`src/rtl/neo_io_pkg.sv`:
```
// Shared I/O-block definitions: per-channel edge-select encodings and the
// pulse-counter width helper.
package neo_io_pkg;

   localparam logic [1:0] EDGE_RISE = 2'b00;
   localparam logic [1:0] EDGE_FALL = 2'b01;
   localparam logic [1:0] EDGE_BOTH = 2'b10;
   localparam logic [1:0] EDGE_OFF  = 2'b11;

   function automatic int cnt_w(input int len);
      return $clog2(len + 1);
   endfunction

endpackage

```
`src/rtl/reset_pulse_gen_if.sv`:
```
// Channel bundle between the board-level level/control signals and the pulse
// generator. All vectors are one bit per channel.
interface reset_pulse_gen_if #(
   parameter int NUM_CH = 4
);
   logic [NUM_CH-1:0] LVL_IN;
   logic [NUM_CH-1:0] MASK;
   logic [NUM_CH-1:0] SW_TRIG;
   logic [NUM_CH-1:0] CLR_STICKY;
   logic [NUM_CH-1:0] nPULSE;
   logic [NUM_CH-1:0] STICKY;

   // LVL_IN is asynchronous; MASK, SW_TRIG and CLR_STICKY are sampled on CLK_24MB.
   modport master (
      output LVL_IN, MASK, SW_TRIG, CLR_STICKY,
      input  nPULSE, STICKY
   );

   modport slave (
      input  LVL_IN, MASK, SW_TRIG, CLR_STICKY,
      output nPULSE, STICKY
   );
endinterface

```
`src/rtl/reset_pulse_ch.sv`:
```
// One channel: level synchroniser, registered edge detect, pulse-length
// counter with registered active-low output, and a sticky trigger flag.
module reset_pulse_ch
   import neo_io_pkg::*;
#(
   parameter int         SYNC_STAGES = 2,
   parameter int         PULSE_LEN   = 1,
   parameter logic [1:0] EDGE_MODE   = EDGE_RISE,
   parameter int         RETRIGGER   = 1
) (
   input  logic clk_i,
   input  logic rst_i,
   input  logic lvl_i,
   input  logic mask_i,
   input  logic sw_trig_i,
   input  logic clr_sticky_i,
   output logic npulse_o,
   output logic sticky_o
);

   localparam int            CW   = cnt_w(PULSE_LEN);
   localparam logic [CW-1:0] LOAD = CW'(PULSE_LEN);
   localparam logic [CW-1:0] ONE  = CW'(1);

   logic [SYNC_STAGES-1:0] sync_q;
   logic                   prev_q;
   logic                   edge_q, edge_d;
   logic [CW-1:0]          cnt_q, cnt_d;
   logic                   npulse_q;
   logic                   sticky_q, sticky_d;
   logic                   lvl_s;
   logic                   trig;
   logic                   accept;

   assign lvl_s = sync_q[SYNC_STAGES-1];

   always_comb begin
      edge_d = 1'b0;
      case (EDGE_MODE)
         EDGE_RISE: edge_d = lvl_s & ~prev_q;
         EDGE_FALL: edge_d = ~lvl_s & prev_q;
         EDGE_BOTH: edge_d = lvl_s ^ prev_q;
         default:   edge_d = 1'b0;
      endcase
   end

   // The mask gates only the trigger; the sync chain keeps tracking so an
   // unmask never releases a stale edge.
   always_comb begin
      trig     = (edge_q & ~mask_i) | sw_trig_i;
      accept   = trig & ((RETRIGGER != 0) || (cnt_q <= ONE));
      cnt_d    = cnt_q;
      if (accept) begin
         cnt_d = LOAD;
      end else if (cnt_q != '0) begin
         cnt_d = cnt_q - ONE;
      end
      sticky_d = accept | (sticky_q & ~clr_sticky_i);
   end

   always_ff @(posedge clk_i or posedge rst_i) begin
      if (rst_i) begin
         sync_q   <= '0;
         prev_q   <= 1'b0;
         edge_q   <= 1'b0;
         cnt_q    <= '0;
         npulse_q <= 1'b1;
         sticky_q <= 1'b0;
      end else begin
         sync_q[0] <= lvl_i;
         for (int i = 1; i < SYNC_STAGES; i++) begin
            sync_q[i] <= sync_q[i-1];
         end
         prev_q   <= lvl_s;
         edge_q   <= edge_d;
         cnt_q    <= cnt_d;
         npulse_q <= (cnt_d == '0);
         sticky_q <= sticky_d;
      end
   end

   assign npulse_o = npulse_q;
   assign sticky_o = sticky_q;

endmodule

```
`src/rtl/reset_pulse_gen.sv`:
```
// Multi-channel edge-to-pulse generator: NUM_CH independent channels, each
// with its own two-bit edge selection taken from EDGE_MODE.
module reset_pulse_gen
   import neo_io_pkg::*;
#(
   parameter int                  NUM_CH      = 4,
   parameter int                  SYNC_STAGES = 2,
   parameter int                  PULSE_LEN   = 1,
   parameter logic [2*NUM_CH-1:0] EDGE_MODE   = '0,
   parameter int                  RETRIGGER   = 1
) (
   input logic               CLK_24MB,
   input logic               RESET,
   reset_pulse_gen_if.slave  io
);

   for (genvar g = 0; g < NUM_CH; g++) begin : g_ch
      reset_pulse_ch #(
         .SYNC_STAGES (SYNC_STAGES),
         .PULSE_LEN   (PULSE_LEN),
         .EDGE_MODE   (EDGE_MODE[2*g +: 2]),
         .RETRIGGER   (RETRIGGER)
      ) u_ch (
         .clk_i        (CLK_24MB),
         .rst_i        (RESET),
         .lvl_i        (io.LVL_IN[g]),
         .mask_i       (io.MASK[g]),
         .sw_trig_i    (io.SW_TRIG[g]),
         .clr_sticky_i (io.CLR_STICKY[g]),
         .npulse_o     (io.nPULSE[g]),
         .sticky_o     (io.STICKY[g])
      );
   end

endmodule

```
`src/flat_wrapper.sv`:
```
// flat-port wrapper written by rule: the top's interface ports become plain ports
module reset_pulse_gen_flat import neo_io_pkg::*;
#(
   parameter int                  NUM_CH      = 4,
   parameter int                  SYNC_STAGES = 2,
   parameter int                  PULSE_LEN   = 1,
   parameter logic [2*NUM_CH-1:0] EDGE_MODE   = '0,
   parameter int                  RETRIGGER   = 1
)
  (CLK_24MB, RESET, io_LVL_IN, io_MASK, io_SW_TRIG, io_CLR_STICKY, io_nPULSE, io_STICKY);
  reset_pulse_gen_if #(.NUM_CH(NUM_CH)) io_i ();
  input logic CLK_24MB;
  input logic RESET;
  input wire logic [$bits(io_i.LVL_IN)-1:0] io_LVL_IN;
  input wire logic [$bits(io_i.MASK)-1:0] io_MASK;
  input wire logic [$bits(io_i.SW_TRIG)-1:0] io_SW_TRIG;
  input wire logic [$bits(io_i.CLR_STICKY)-1:0] io_CLR_STICKY;
  output wire logic [$bits(io_i.nPULSE)-1:0] io_nPULSE;
  output wire logic [$bits(io_i.STICKY)-1:0] io_STICKY;
  assign io_i.LVL_IN = io_LVL_IN;
  assign io_i.MASK = io_MASK;
  assign io_i.SW_TRIG = io_SW_TRIG;
  assign io_i.CLR_STICKY = io_CLR_STICKY;
  assign io_nPULSE = io_i.nPULSE;
  assign io_STICKY = io_i.STICKY;
  reset_pulse_gen #(.NUM_CH(NUM_CH), .SYNC_STAGES(SYNC_STAGES), .PULSE_LEN(PULSE_LEN), .EDGE_MODE(EDGE_MODE), .RETRIGGER(RETRIGGER)) u_core (.CLK_24MB(CLK_24MB), .RESET(RESET), .io(io_i));
endmodule
```
`config.mk`:
```
export PLATFORM = sky130hd
export DESIGN_NAME = reset_pulse_gen_flat
export DESIGN_NICKNAME = d
export VERILOG_FILES = /design/src/rtl/neo_io_pkg.sv /design/src/rtl/reset_pulse_gen_if.sv /design/src/rtl/reset_pulse_ch.sv /design/src/rtl/reset_pulse_gen.sv /design/src/flat_wrapper.sv
export SDC_FILE = /design/constraint.sdc
export NUM_CORES = 1
export LEC_CHECK = 0
export ABC_AREA = 1
export CAP_MARGIN = 20
export CORE_UTILIZATION = 55
export CTS_CLUSTER_DIAMETER = 40
export DETAILED_ROUTE_END_ITERATION = 10
export DONT_BUFFER_PORTS = 1
export GPL_ROUTABILITY_DRIVEN = 1
export HOLD_SLACK_MARGIN = 0.08
export PLACE_DENSITY_LB_ADDON = 0.25
export SETUP_SLACK_MARGIN = 0.15
export SYNTH_ARGS = -nofsm -noshare
export SYNTH_HDL_FRONTEND = slang
export SYNTH_HIERARCHICAL = 1
export SYNTH_SLANG_ARGS = --single-unit
```
`constraint.sdc`:
```
create_clock -name CLK_24MB -period 1 [get_ports CLK_24MB]
set_input_delay 0.15 -clock CLK_24MB [delete_from_list [all_inputs] [get_ports CLK_24MB]]
set_output_delay 0.15 -clock CLK_24MB [all_outputs]
set_load 0.01 [all_outputs]
```
==> key figures <==
Run status
  • Status: finished, violations left
  • Failing checks: negative setup slack

Synth
  • Syn nets: 82
  • Yosys top cell by area: dfrtp_1
  • Async set or reset register ratio after synthesis: 1.00
  • Mean Syn Cell Area: 12.5 um2
  • Cells after synthesis: 64
  • Synth cell types: 7
  • Yosys warning count: 6
  • Synth top cells by count: dfrtp_1, inv_1, nand2_1
  • Sequential share of the synthesized area: 0.756
  • Main area contributors after synthesis: dfrtp_1, dfstp_2, inv_1
  • Number of flops mapped to enable cells by yosys: 0
  • Synthesized cell area: 801 um2
  • Ys flop type: dfrtp_1
  • Synth top area share: 0.625
  • Synth Register Bits: 24

STA
  • RSZ-0062 raised after global routing: true
  • Setup TNS: -0.0470 ns
  • Actual slew at the worst max-slew pin: 0.255 ns
  • Max Slew Vio Count: 0
  • Hold WS: 0.257 ns
  • Worst slew margin: 0.830
  • Skew final: 0.00166 ns
  • Final WS setup: -0.0128 ns
  • Hold Fails Final Rpt: 0
  • Final worst path period share: 1.01
  • Final setup fails: 4
  • Tmin final: 1.01 ns
  • Max Freq: 987 MHz

Place
  • Dpl cells: 79
  • Dpl hpwl: 731 um
  • RePlAce Congestion: 0.594
  • IO Port Bufs: 0

GRT
  • Largest net degree at the start of global routing: 14
  • Final global-route overflow total: 0
  • Total Routing Usage GR: 0.178
  • First-pass GRT wire length: 1770 um
  • Vias in the first global route: 461
  • Initial antenna violation count: 0

Route
  • Drt drc: 0
  • Routed WL: 1100 um
  • DR iter-0 viols: 0
  • Vias per cell: 4.56
  • Via count: 456
  • First-pass detailed-route iteration total: 1
  • Post-DRT Antenna Nets: 0
  • Routed wire length per instance: 11.0 um

Critical path
  • Crit path kind: flip-flop to primary output
  • Worst r2r src: u_core/g_ch[2].u_ch/sticky_o$_DFF_PP0_
  • Arrival time worst endpoint: 0.86 ns
  • Critical R2R Capture: u_core/g_ch[2].u_ch/sticky_o$_DFF_PP0_
  • Critical path required time: 0.85 ns
  • R2R Setup Slk: 0.28 ns
  • Critical-path maximum fanout: 1
  • Crit. End Element: primary output
  • Critical path depth: 0
  • Worst Setup Start Kind: flip-flop
  • R2R cell count: 2

Clocking
  • Clk slew on worst S/H paths: 0.12 ns
  • Post-CTS sizing: 0
  • Setup bufs post-CTS: 0
  • Num CTS Buffers: 3
  • H-Tree Depth: 1
  • Clock buffer depth: 2
  • TritonCTS clock tree: done
  • Worst-Skew Late Latency: 0.30 ns
  • Clock Sinks: 24
  • CTS root buf: clkbuf_4

Flow run
  • Max_cap viols: 0

Floorplanning
  • Initial Util: 0.600
  • Core Footprint: 1330 um2
  • Die span in y: 40.2 um
  • FP Rows: 13
  • Chip width: 40.2 um
  • Die ar.: 1610 um2
  • I/O pins: 26

Cells and area
  • NumNets Final: 104
  • # diodes: 0
  • Area Overhead vs Synth: 28.1%
  • Fin util: 0.769
  • Final std cells w/o fill: 100
  • Share of cells above drive strength 1: 0.188

Power and ir drop
  • P per Cell Area: 1630 nW/um2
  • Maximum vdd ir drop: 0.943 mV
  • Total power: 1.67 mW
  • LEAKAGE: 0.522 nW

Worst hold path
  • Hold WC Path Type: primary input to asynchronous set/reset pin
power breakdown:
| group | switching, mW | internal (mW) | total (mW) |
|---|---|---|---|
| Clock | 0.256 | 0.222 | 0.478 |
| Combinational | 0.0605 | 0.0671 | 0.128 |
| Sequential | 0.0354 | 1.03 | 1.07 |
| Total | 0.352 | 1.32 | 1.67 |
through the flow:
step,worst slack (ns),cell area [um2]
floorplan,0.330,801
global placement,0.322,820
detailed placement,0.304,820
CTS,-0.0284,1030
global route,-0.0515,1030
finish,-0.0128,1030
per-layer routing:
metal | global-route usage | part of all wire | vias to the layer above
li1 | - | - | 226
met3 | 0.0333 | 0.042 | 2
met1 | 0.187 | 0.41 | 210
met4 | 0.129 | 0.011 | 0
met2 | 0.315 | 0.54 | 18
met5 | 0 | 0 | -
placed cells by master (no fill, tap or decap):
cell / n
dlygate4sd3_1: 17
dfstp_2: 4
nor2_1: 4
nand2_1: 8
clkbuf_8: 1
nand3_2: 4
a21oi_2: 4
dfrtp_1: 20
inv_1: 20
clkbuf_4: 3
flip-flops by register name (all words and copies together) (netlist names):
signal / count
u_core/g_ch.u_ch/edge_q: 4
u_core/g_ch.u_ch/npulse_o: 4
u_core/g_ch.u_ch/prev_q: 4
u_core/g_ch.u_ch/sticky_o: 4
u_core/g_ch.u_ch/sync_q: 8
cells by family after synthesis:
logic type	after synthesis	share of synthesized area
flops	24	0.756
buf+inv	20	0.0937
simple gates	16	0.106
compound gates	4	0.0437
area by class of cell:
type | count | area, um2
Sequential cell | 24 | 606
Fill cell | 85 | 308
Timing Repair Buffer | 17 | 170
Multi-Input combinational cell | 20 | 120
Inverter | 20 | 75.1
Clock buffer | 4 | 36.3
Tap cell | 15 | 18.8
worst max-delay path by stage:
| stage | from | endpoint | slack, ns |
|---|---|---|---|
| finish | u_core/g_ch[3].u_ch/npulse_o$_DFF_PP1_ | io_nPULSE[3] | -0.01 |
| floorplan | u_core/g_ch[0].u_ch/npulse_o$_DFF_PP1_ | io_nPULSE[0] | 0.33 |
| global placement | u_core/g_ch[0].u_ch/sticky_o$_DFF_PP0_ | u_core/g_ch[0].u_ch/sticky_o$_DFF_PP0_ | 0.32 |
| global route | u_core/g_ch[3].u_ch/npulse_o$_DFF_PP1_ | io_nPULSE[3] | -0.05 |
| detailed placement | u_core/g_ch[1].u_ch/sticky_o$_DFF_PP0_ | u_core/g_ch[1].u_ch/sticky_o$_DFF_PP0_ | 0.30 |
| CTS | u_core/g_ch[0].u_ch/npulse_o$_DFF_PP1_ | io_nPULSE[0] | -0.03 |
repair_timing:
action	4_1_cts	5_1_grt
endpoints found under the setup margin	8	8
hold endpoints to repair	36	0
pin swaps	0	0
hold buffers	17	0
(Power assumes the default switching activity.)
